[config.mk]
export PLATFORM = sky130hd
export DESIGN_NAME = cmd_decode
export DESIGN_NICKNAME = d
export VERILOG_FILES = /design/src/rtl/cmd_pkg.sv /design/src/rtl/vlq_accum.sv /design/src/rtl/cmd_decode.sv
export SDC_FILE = /design/constraint.sdc
export NUM_CORES = 1
export LEC_CHECK = 0
export CELL_PAD_IN_SITES_DETAIL_PLACEMENT = 1
export CELL_PAD_IN_SITES_GLOBAL_PLACEMENT = 1
export CORE_MARGIN = 3
export CORE_UTILIZATION = 53
export DETAILED_ROUTE_END_ITERATION = 8
export PLACE_DENSITY_LB_ADDON = 0.1
export SYNTH_ARGS = -nofsm -noshare
export SYNTH_HDL_FRONTEND = slang
export SYNTH_SLANG_ARGS = --single-unit
[constraint.sdc]
create_clock -name clk -period 3.55 [get_ports clk]
set_clock_uncertainty 0.1 [all_clocks]
set_input_delay 0.355 -clock clk [delete_from_list [all_inputs] [get_ports clk]]
set_output_delay 0.355 -clock clk [all_outputs]
set_load 0.02 [all_outputs]
[src/rtl/cmd_pkg.sv]
// Shared types and constants for the command decoder: widths, command ids,
// the per-command argument-count table and the decoder state encoding.
package cmd_pkg;

    localparam int CMD_BITS = 8;
    localparam int MAX_ARGS = 8;
    localparam int NUM_CMDS = 16;
    localparam int CNT_W    = $clog2(MAX_ARGS + 1);
    localparam int IDX_W    = $clog2(MAX_ARGS);

    localparam logic [CMD_BITS-1:0] CMD_CONFIG_PWM   = CMD_BITS'(2);
    localparam logic [CMD_BITS-1:0] CMD_SCHEDULE_PWM = CMD_BITS'(3);

    // Nibble k holds the argument count of command k. Cmd 5 deliberately
    // exceeds MAX_ARGS and is clamped by argcnt().
    localparam logic [NUM_CMDS*4-1:0] ARGCNT_TABLE = 64'h0000_0000_00C2_3510;

    typedef enum logic [1:0] {
        S_CMD      = 2'd0,
        S_ARG      = 2'd1,
        S_DISPATCH = 2'd2
    } state_t;

    function automatic logic [CNT_W-1:0] argcnt(input logic [CMD_BITS-1:0] id);
        logic [3:0] raw;
        if (int'(id) >= NUM_CMDS) return '0;
        raw = ARGCNT_TABLE[int'(id)*4 +: 4];
        if (int'(raw) > MAX_ARGS) return CNT_W'(MAX_ARGS);
        return CNT_W'(raw);
    endfunction

endpackage

[src/rtl/vlq_accum.sv]
// Accumulates one VLQ-coded argument from a byte stream. With CMD_DECODE_ERR_EN
// defined, a 6th continuation byte is forced to terminate and flags overlong.
module vlq_accum (
    input  logic        clk,
    input  logic        rst_n,
    input  logic        byte_valid,
    input  logic [7:0]  byte_data,
    output logic [31:0] value,
    output logic        done,
    output logic        overlong
);

    logic [31:0] acc;
    logic [2:0]  nbytes;
    logic [31:0] acc_next;

    // First byte seeds the accumulator; b[6:5]==11 marks a negative value.
    always_comb begin
        acc_next = {acc[24:0], byte_data[6:0]};
        if (nbytes == 3'd0) begin
            acc_next = (byte_data[6:5] == 2'b11) ? {25'h1FFFFFF, byte_data[6:0]}
                                                  : {25'd0, byte_data[6:0]};
        end
    end

`ifdef CMD_DECODE_ERR_EN
    assign overlong = byte_valid && byte_data[7] && (nbytes == 3'd5);
`else
    assign overlong = 1'b0;
`endif

    assign done  = byte_valid && (!byte_data[7] || overlong);
    assign value = acc_next;

    always_ff @(posedge clk or negedge rst_n) begin
        if (!rst_n) begin
            acc    <= '0;
            nbytes <= '0;
        end else if (byte_valid) begin
            if (done) begin
                acc    <= '0;
                nbytes <= '0;
            end else begin
                acc    <= acc_next;
                nbytes <= (nbytes == 3'd7) ? nbytes : nbytes + 3'd1;
            end
        end
    end

endmodule

[src/rtl/cmd_decode.sv]
// Host-stream command decoder: captures a command id, VLQ-decodes its arguments
// and dispatches them. Optional overlong-argument detection: CMD_DECODE_ERR_EN.
module cmd_decode
    import cmd_pkg::*;
(
    input  logic                clk,
    input  logic                rst_n,
    input  logic [7:0]          rx_data,
    input  logic                rx_valid,
    output logic                rx_ready,
    output logic [CMD_BITS-1:0] cmd,
    output logic                cmd_ready,
    output logic [31:0]         arg_data,
    input  logic                arg_advance,
    input  logic                cmd_done,
    output logic                busy,
    output logic                err
);

    // Handshakes: rx byte moves on rx_valid && rx_ready; an argument is consumed
    // on cmd_ready && arg_advance; cmd_done ends dispatch and masks cmd_ready at once.

    state_t              state, next_state;
    logic [CMD_BITS-1:0] cmd_q;
    logic [CNT_W-1:0]    n_q, wr, rd, rx_count;
    logic [31:0]         arg_buf [MAX_ARGS];
    logic                err_q, accept, vlq_valid, vlq_done, vlq_overlong;
    logic [31:0]         vlq_value;

    assign accept    = rx_valid && rx_ready;
    assign vlq_valid = accept && (state == S_ARG);
    assign rx_count  = argcnt(rx_data[CMD_BITS-1:0]);
    assign cmd       = cmd_q;
    assign err       = err_q;

    vlq_accum u_vlq (
        .clk        (clk),
        .rst_n      (rst_n),
        .byte_valid (vlq_valid),
        .byte_data  (rx_data),
        .value      (vlq_value),
        .done       (vlq_done),
        .overlong   (vlq_overlong)
    );

    always_ff @(posedge clk or negedge rst_n) begin
        if (!rst_n) state <= S_CMD;
        else        state <= next_state;
    end

    always_comb begin
        next_state = state;
        case (state)
            S_CMD:      if (accept) next_state = (rx_count == '0) ? S_DISPATCH : S_ARG;
            S_ARG:      if (vlq_done && (wr == n_q - CNT_W'(1))) next_state = S_DISPATCH;
            S_DISPATCH: if (cmd_done) next_state = S_CMD;
            default:    next_state = S_CMD;
        endcase
    end

    always_comb begin
        rx_ready  = (state != S_DISPATCH);
        busy      = (state != S_CMD);
        cmd_ready = (state == S_DISPATCH) && !cmd_done;
        arg_data  = '0;
        if (rd < n_q) arg_data = arg_buf[rd[IDX_W-1:0]];
    end

    always_ff @(posedge clk or negedge rst_n) begin
        if (!rst_n) begin
            cmd_q <= '0;
            n_q   <= '0;
            wr    <= '0;
            rd    <= '0;
            err_q <= 1'b0;
            for (int i = 0; i < MAX_ARGS; i++) arg_buf[i] <= '0;
        end else begin
            if ((state == S_CMD) && accept) begin
                cmd_q <= rx_data[CMD_BITS-1:0];
                n_q   <= rx_count;
            end
            if (vlq_done) begin
                arg_buf[wr[IDX_W-1:0]] <= vlq_value;
                wr <= wr + CNT_W'(1);
            end
            if (cmd_ready && arg_advance && (rd != CNT_W'(MAX_ARGS))) rd <= rd + CNT_W'(1);
            if ((state == S_DISPATCH) && cmd_done) begin
                rd <= '0;
                wr <= '0;
            end
            if (vlq_overlong) err_q <= 1'b1;
        end
    end

endmodule

==> impl_metrics.yaml, run 1 <==
route:
  dr.pass1.iters: 4
  vias: 9689
  viasPerCell: 6.13
  wirelength_mm: 37.3
  first_iter_violations: 707
  routedWlPerCell_um: 23.6
  drc: 0
  drt.antenna.violating_nets: 0
placement:
  portBuffers: 55
  dpl.hpwl_mm: 21.7
  gp_congestion: 0.743
timing:
  finalMaxSlewViolations: 0
  min_period_ns: 3.43
  fmax_mhz: 291
  finalHoldViolCount: 0
  relSlewSlack_pct: 31.9
  rsz0062_at_grt: "no"
  final.period_utilization_pct: 96.7
  setup_viol: 0
  setup_tns_ns: 0
  worst_pin_slew_ns: 1.02
worst_setup_path:
  critical_path.startpoint: "rd[0]"
  worstSetupEndpoint: "arg_data[22]"
  cp_top_family: "buffers and inverters"
  start_kind: "register"
  r2r_slack_ns: 0.93
  crit_slowest_cell: "clkdlybuf4s50_1"
  path_cells: "nand2b_1 -> a21o_1 -> a21o_2 -> buf_4 -> a211oi_1 -> clkdlybuf4s50_1"
  cp.depth: 6
  cpPeakStageDelay_ns: 0.65
  r2r_start: "u_vlq.nbytes[0]"
  r2r_end: "arg_buf[174]"
  arrival_ns: 2.98
  worstSetupPathType: "register to output port"
  critPathMaxFanout: 15
  end_kind: "output port"
  rr_worst_depth: 7
  path_buf_inv: 2
  crit_required_ns: 3.09
cts:
  clk_latency_ns: 0.50
  htree_levels: 2
  clk_pin_slew_ns: 0.06
  numClockSinks: 306
  numCtsBuffers: 34
  cts_buffer_depth: 3
  cts-root-buf: "clkbuf_16"
  cts_tree: "built"
synth:
  synth_edf_count: 0
  synth_area_mm2: 0.0139
  syn-instance-count: 1199
  ys_async_sr_fraction_pct: 100
  ys_seq_elements: 306
  syn_nets: 1222
  synth-seq-area-share_pct: 55.0
  yosys_most_used_dff: "dfrtp_1"
  yosys_warnings: 0
  synth_cell_type_count: 49
  syn_avg_cell_area_um2: 11.6
layout:
  antenna_cells: 0
  final_util_pct: 62.4
  num-fill-cells: 2575
  fin_nets: 1249
  synthToLayoutAreaGrowth_pct: 14.2
  post_route_cells_drive_above_1_share_pct: 18.5
outcome:
  outcome: "finished clean"
global_route:
  overflow: 0
  grt.total_usage_pct: 27.0
  grt_pass1_wl_mm: 60.4
  grt_max_degree: 93
  antenna_found_initial: 0
  grt_pass1_vias: 10700
floorplan:
  ios: 57
  num_rows: 58
  die_h_um: 168
  die_area_mm2: 0.0282
  die_width_um: 168
  core_mm2: 0.0255
  start_util_pct: 54.7
power:
  p_per_area_mw_per_mm2: 780
  irDropWorstVdd_uv: 456
  seq_power_share_pct: 42.4
  pwr-share-comb_pct: 29.2
  p_clk_share_pct: 28.4
  p_sw_uw: 3990
  power_leakage_uw: 0.00717
  p_sw_share_pct: 32.2
  p_int_uw: 8420
min_path:
  holdCritStartpoint: "arg_buf[61]"
  whs_path_depth: 2
  hold_class: "register to register"
flow_run:
  cap_violations: 0
==> worst register-to-register path: cells and delay by family, from the launching register on <==
family          cells  cell delay, ns
compound gates      2            0.99
fa+ha+maj           1            0.20
buf+inv             2            0.42
flops               1            0.39
simple gates        2            0.37
==> through the flow <==
step                      hold WS [ns]  worst slack [ns]  power [µW]  area (µm²)  cells
after CTS                        0.373         0.0000204       12400       15800   1574
after floorplan                -0.0406              1.28        7660       13900   1199
final                            0.375             0.117       12400       15900   1581
after global placement           0.352             0.528        8570       14600   1512
after detailed placement         0.355             0.521        8780       14600   1512
after global routing             0.409            0.0554       13200       15900   1581
==> worst min-delay path by stage <==
stage / to / slack (ns)
5_1_grt: u_vlq.acc[1] / 0.41
2_1_floorplan: arg_buf[0] / -0.04
3_5_place_dp: cmd[5] / 0.35
3_3_place_gp: cmd[4] / 0.35
4_1_cts: u_vlq.acc[2] / 0.37
6_report: arg_buf[61] / 0.38
==> synthesized netlist by cell type (all sizes together) (2+ instances only) <==
master / count / area [µm²]
dfrtp: 306 / 7660
nand2: 248 / 933
o21ai: 222 / 1110
mux4: 64 / 1440
buf: 63 / 468
mux2: 63 / 736
clkbuf: 38 / 143
mux2i: 33 / 330
a211oi: 32 / 240
a21oi: 29 / 153
nor2: 16 / 67.6
nand3: 12 / 70.1
inv: 11 / 41.3
ha: 10 / 125
xor2: 8 / 70.1
nand2b: 4 / 25.0
nand4: 4 / 37.5
nor3: 4 / 20.0
xnor2: 4 / 35.0
nor3b: 3 / 27.5
o22ai: 3 / 18.8
o41ai: 3 / 26.3
a21o: 2 / 15.0
and3: 2 / 12.5
and4bb: 2 / 25.0
nand3b: 2 / 15.0
nor4: 2 / 12.5
==> power by group through the flow <==
stage	sequential, µW	clock, µW	combinational [µW]
5_1_grt	5380	3770	4000
2_1_floorplan	5070	0	2590
4_1_cts	5270	3590	3530
3_5_place_dp	5300	0	3480
3_3_place_gp	5220	0	3340
6_report	5260	3520	3630
==> cells in the final DEF (no fill, tap or decap), types with 4 or more instances in the layout <==
master / instances
nand2b_1: 4
nand3_2: 4
dfrtp_1: 303
clkbuf_8: 9
mux2_4: 7
mux4_2: 64
nor2_1: 15
clkinv_2: 4
clkbuf_1: 9
inv_1: 11
o21ai_0: 209
ha_1: 10
nand3_1: 8
nor3_1: 4
mux2_2: 51
dlymetal6s2s_1: 16
buf_12: 8
a21oi_1: 27
mux2_1: 5
buf_4: 26
o21ai_1: 13
clkbuf_16: 36
mux2i_1: 33
xnor2_1: 4
xor2_1: 8
nand2_1: 245
a211oi_1: 32
clkdlybuf4s50_1: 38
==> cell type report <==
cell class / instances / area [µm²] / area share (%)
clock inverter: 8 / 96.3 / 0.606
sequential: 306 / 7660 / 48.2
multi-input combinational: 781 / 5640 / 35.5
tap: 330 / 413 / 2.60
clock buffer: 53 / 1030 / 6.50
inverter: 11 / 41.3 / 0.260
timing repair buffer: 92 / 1010 / 6.37
==> what timing repair did <==
action	CTS	global route
buffers inserted	0	6
endpoints found under the hold margin	86	0
resized for setup	1	17
cloned	0	1
hold buffers	1	0
endpoints found under the setup margin	6	31
==> layer usage <==
| metal | share of wire [%] | GRT usage, % | vias to the layer above |
|---|---|---|---|
| met4 | 1.5 | 5.51 | 0 |
| met2 | 50 | 45.0 | 216 |
| met3 | 4.5 | 4.48 | 47 |
| met5 | 0 | 0 | - |
| met1 | 44 | 38.2 | 5136 |
| li1 | - | - | 4290 |
==> sequential cells by signal, summed over array words and instances (netlist names) <==
register / cells
arg_buf: 256
cmd: 8
n_q: 4
rd: 4
state: 2
u_vlq.acc: 25
u_vlq.nbytes: 3
wr: 4
==> kinds of logic after synthesis <==
| logic type | share of synthesized area [%] |
|---|---|
| AOI/OAI and AO/OA | 11.5 |
| xor gates and xnor gates | 0.755 |
| adders and majority gates | 0.899 |
| buffers and inverters | 4.68 |
| DFF | 55.0 |
| muxes | 18.0 |
| other | 0.0269 |
| and+or+nand+nor | 9.15 |
Power figures use the tool's default switching activity.
==> inputs of run 2 (changes only) <==
==> config.mk (replaced) <==
export PLATFORM = sky130hd
export DESIGN_NAME = cmd_decode
export DESIGN_NICKNAME = d
export VERILOG_FILES = /design/src/rtl/cmd_pkg.sv /design/src/rtl/vlq_accum.sv /design/src/rtl/cmd_decode.sv
export SDC_FILE = /design/constraint.sdc
export NUM_CORES = 1
export LEC_CHECK = 0
export CORE_MARGIN = 3
export CORE_UTILIZATION = 66
export DETAILED_ROUTE_END_ITERATION = 8
export PLACE_DENSITY_LB_ADDON = 0.08
export SYNTH_ARGS = -nofsm -noshare
export SYNTH_HDL_FRONTEND = slang
export SYNTH_SLANG_ARGS = --single-unit
==> impl_metrics.yaml, run 2 (synthesized netlist as in run 1, its figures left out) <==
outcome:
  outcome: "finished clean"
floorplan:
  core_mm2: 0.0205
  die_width_um: 151
  ios: 57
  die_area_mm2: 0.0229
  die_h_um: 151
  num_rows: 52
  start_util_pct: 67.9
route:
  first_iter_violations: 714
  drc: 0
  routedWlPerCell_um: 21.3
  vias: 9347
  dr.pass1.iters: 5
  wirelength_mm: 32.2
  viasPerCell: 6.18
  drt.antenna.violating_nets: 0
layout:
  synthToLayoutAreaGrowth_pct: 12.2
  antenna_cells: 0
  num-fill-cells: 1347
  layout_commonest_cell: "dfrtp_1"
  post_route_cells_drive_above_1_share_pct: 18.4
  fin_area_mm2: 0.0156
  top_register: "arg_buf"
  fin_nets: 1242
  final_util_pct: 76.2
  final_cell_mix: "dfrtp_1 (303), nand2_1 (245), o21ai_0 (209)"
  largest_register_ffs: 256
worst_setup_path:
  crit_required_ns: 3.09
  worstSetupPathType: "register to output port"
  end_kind: "output port"
  arrival_ns: 3.01
  critPathMaxFanout: 14
  start_kind: "register"
min_path:
  hold_class: "input port to asynchronous set/reset pin"
timing:
  worst_pin_slew_ns: 0.879
  rsz0062_at_grt: "no"
  min_period_ns: 3.46
  relSlewSlack_pct: 41.4
  final.period_utilization_pct: 97.5
  finalHoldViolCount: 0
  fmax_mhz: 289
  finalMaxSlewViolations: 0
  setup_viol: 0
  setup_tns_ns: 0
cts:
  cts_tree: "built"
  cts_setup_buffers: 0
  numClockSinks: 306
  clk_pin_slew_ns: 0.06
  cts-root-buf: "clkbuf_16"
  numCtsBuffers: 30
  htree_levels: 1
  clk_latency_ns: 0.55
  cts_buffer_depth: 3
placement:
  portBuffers: 55
  gp_congestion: 0.766
  placed_area_mm2: 0.0145
  dpl.hpwl_mm: 19.0
global_route:
  grt_pass1_wl_mm: 51.3
  antenna_found_initial: 0
  overflow: 0
  grt_max_degree: 102
  grt_pass1_vias: 9355
  grt.total_usage_pct: 28.9
power:
  power_leakage_uw: 0.00686
  irDropWorstVdd_uv: 518
  p_per_area_mw_per_mm2: 763
flow_run:
  cap_violations: 0
## run 2: cell count changes in the layout (fill, tap and decap cells not counted), moves of 2 or more
cell	change
clkbuf_8	+2
clkdlybuf4s50_1	+12
clkbuf_16	-4
clkbuf_1	-6
clkinv_2	+6
dlymetal6s2s_1	-13
buf_12	-3
## run 2: worst paths after layout
| kind | startpoint | end | slack, ns | depth (start not counted) |
|---|---|---|---|---|
| max in group asynchronous | rst_n | arg_buf[73] | 2.15 | 3 |
| min | rst_n | cmd[2] | 0.33 | 2 |
| max reg2reg | u_vlq.nbytes[0] | arg_buf[71] | 1.06 | 7 |
| min in group clk | u_vlq.acc[4] | u_vlq.acc[4] | 0.38 | 2 |
| max | n_q[1] | arg_data[10] | 0.09 | 6 |
| min reg2reg | u_vlq.acc[4] | u_vlq.acc[4] | 0.38 | 2 |
## run 2: critical path, cell delays in order, from the launching register on
cell and delay [ns]:
dfrtp_1 0.37, inv_1 0.08, ha_1 0.31, a21o_1 0.17
a21o_2 0.36, a211oi_1 0.47, clkdlybuf4s50_1 0.71
## run 2: layout make-up
class / instances / area (µm²) / share of cell area [%]
clock buffers: 45 / 938 / 6.01
clock inverters: 11 / 80.1 / 0.513
inverters: 11 / 41.3 / 0.264
multi-input cells: 781 / 5640 / 36.1
flip-flops and latches: 306 / 7660 / 49.1
well taps: 270 / 338 / 2.16
repair buffers: 89 / 920 / 5.89
## run 2: report_power, final
group / internal, µW / total [µW] / switching, µW
clock: 1890 / 3220 / 1330
combinational: 1630 / 3510 / 1880
sequential: 4590 / 5190 / 598
## run 2: stage by stage
step                      worst slack [ns]  power [µW]  hold WS (ns)  std cells
after CTS                           0.0150       11900         0.364       1512
after global placement               0.561        8510         0.350       1455
after detailed placement             0.507        8680         0.347       1455
final                               0.0892       11900         0.329       1513
after global routing                0.0250       12600         0.393       1513
after floorplan                       1.28        7660       -0.0406       1199
## run 2: layer usage
layer | global-route usage [%] | share of wire (%) | routed length [µm]
met5 | 0 | 0 | 0
met1 | 42.5 | 43 | 13800
met3 | 4.10 | 6.7 | 2160
met4 | 6.39 | 2.0 | 655
met2 | 46.9 | 48 | 15600
## run 2: timing repair
action                     4_1_cts  5_1_grt
cloned                           0        1
resized for setup                2        4
hold buffers                     1        0
hold endpoints to repair        98        0
setup endpoints to repair        5        5
==> inputs of run 3 (changes only) <==
--- a/config.mk
+++ b/config.mk
@@ -6,7 +6,8 @@
 export NUM_CORES = 1
 export LEC_CHECK = 0
 export CORE_MARGIN = 3
-export CORE_UTILIZATION = 66
+export CORE_UTILIZATION = 68
+export CTS_BUF_LIST = sky130_fd_sc_hd__clkbuf_2
 export DETAILED_ROUTE_END_ITERATION = 8
 export PLACE_DENSITY_LB_ADDON = 0.08
 export SYNTH_ARGS = -nofsm -noshare
==> impl_metrics.yaml, run 3 (synthesized netlist as in run 1, its figures left out) <==
global_route:
  grt.total_usage_pct: 29.9
  overflow: 0
  grt_pass1_vias: 9917
  antenna_found_initial: 1
  grt_pass1_wl_mm: 51.9
  grt_max_degree: 100
cts:
  numClockSinks: 306
  cts_buffer_depth: 3
  cts_tree: "built"
  htree_levels: 3
  clk_latency_ns: 0.86
  clk_pin_slew_ns: 0.10
  cts-root-buf: "clkbuf_2"
  numCtsBuffers: 78
route:
  routedWlPerCell_um: 20.0
  vias: 9613
  first_iter_violations: 771
  dr.pass1.iters: 5
  viasPerCell: 6.10
  drc: 0
  wirelength_mm: 31.5
  drt.antenna.violating_nets: 0
placement:
  dpl.hpwl_mm: 18.6
  portBuffers: 55
  gp_congestion: 0.760
  dp_cells: 1447
  placed_area_mm2: 0.0145
timing:
  worst_pin_slew_ns: 0.842
  hold_slack_ns: 0.0271
  setup_viol: 0
  finalMaxSlewViolations: 0
  final.period_utilization_pct: 96.7
  finalHoldViolCount: 0
  relSlewSlack_pct: 43.9
  fmax_mhz: 291
  min_period_ns: 3.43
worst_setup_path:
  arrival_ns: 2.98
  rr_worst_depth: 7
  start_kind: "register"
  crit_required_ns: 3.09
  end_kind: "output port"
  path_buf_inv: 3
  r2r_start: "u_vlq.nbytes[0]"
  path_cells: "inv_1 -> ha_1 -> a21o_1 -> a21o_2 -> buf_4 -> a211oi_2 -> dlygate4sd1_1"
  r2r_slack_ns: 1.16
  worstSetupPathType: "register to output port"
  r2r_end: "arg_buf[170]"
  critPathMaxFanout: 14
  crit_slowest_cell: "dfrtp_1"
  cp_top_family: "compound AO/OA/AOI/OAI gates"
  cpPeakStageDelay_ns: 0.38
outcome:
  outcome: "finished clean"
layout:
  synthToLayoutAreaGrowth_pct: 9.86
  finalNonFillerCells: 1577
  fin_area_mm2: 0.0153
  largest_register_ffs: 256
  top_register: "arg_buf"
  post_route_cells_drive_above_1_share_pct: 23.3
  final_cell_mix: "dfrtp_1 (303), nand2_1 (245), o21ai_0 (209)"
  layout_commonest_cell: "dfrtp_1"
  fin_nets: 1287
  final_util_pct: 77.3
power:
  p_per_area_mw_per_mm2: 729
  power_leakage_uw: 0.00702
  irDropWorstVdd_uv: 446
floorplan:
  core_mm2: 0.0198
  start_util_pct: 70.4
  die_width_um: 149
  ios: 57
  num_rows: 51
  die_area_mm2: 0.0222
  die_h_um: 149
flow_run:
  cap_violations: 0
min_path:
  hold_class: "input port to asynchronous set/reset pin"
[run 3: changes by cell type in the layout (fill, tap and decap cells not counted), sizes merged, moves of 2 or more]
cell / previous run / this run
clkinv: 10 / 6
dlygate4sd1: 0 / 2
clkdlybuf4s50: 50 / 22
dlygate4sd2: 1 / 21
inv: 11 / 13
buf: 33 / 30
bufinv: 1 / 4
clkbuf: 46 / 119
[run 3: routing by layer]
metal	part of all wire [%]	routed length, µm	vias up	global-route usage [%]
li1	-	-	4395	-
met1	43	13500	4824	43.3
met2	49	15500	346	47.5
met3	6.4	2020	48	5.74
met4	1.7	542	0	8.88
met5	0	0	-	0
[run 3: worst max path at each step]
stage / from / to / slack (ns) / cells past startpoint
2_1_floorplan: n_q[1] / arg_data[10] / 1.28 / 6
3_3_place_gp: n_q[1] / arg_data[30] / 0.50 / 7
3_5_place_dp: n_q[1] / arg_data[29] / 0.51 / 7
4_1_cts: n_q[1] / arg_data[10] / -0.19 / 6
5_1_grt: n_q[1] / arg_data[13] / -0.008 / 7
6_report: n_q[1] / arg_data[29] / 0.12 / 7
[run 3: worst reg2reg max path, cell delays in order, from the launching register on]
cell and delay (ns):
dfrtp_1 0.41, inv_1 0.08, ha_1 0.20, nand2b_1 0.08, buf_4 0.30, nor2_4 0.20, a21oi_1 0.68, o21ai_0 0.25
[run 3: timing repair]
item,4_1_cts,5_1_grt
gates resized for setup,32,25
hold buffers,1,0
cloned,1,0
endpoints found under the hold margin,115,0
setup endpoints to repair,32,19
buffers inserted,0,0
[run 3: final cells by class]
cell class / count / area, µm²
Sequential cell: 306 / 7660
Multi-Input combinational cell: 781 / 5660
Fill cell: 1321 / 4490
Timing Repair Buffer: 86 / 860
Clock buffer: 115 / 576
Tap cell: 265 / 332
Clock inverter: 12 / 155
Inverter: 11 / 41.3
Antenna cell: 1 / 2.50
[run 3: power by group]
part,internal (µW),switching (µW)
Clock,1140,1370
Sequential,4580,589
Combinational,1620,1860
Total,7330,3820
[run 3: metrics by stage]
stage	TNS [ns]	worst slack [ns]	power (µW)
after floorplan	0	1.28	7660
after global placement	0	0.498	8470
after detailed placement	0	0.514	8650
after CTS	-0.699	-0.193	11200
after global routing	-0.0195	-0.00819	11900
final	0	0.116	11200
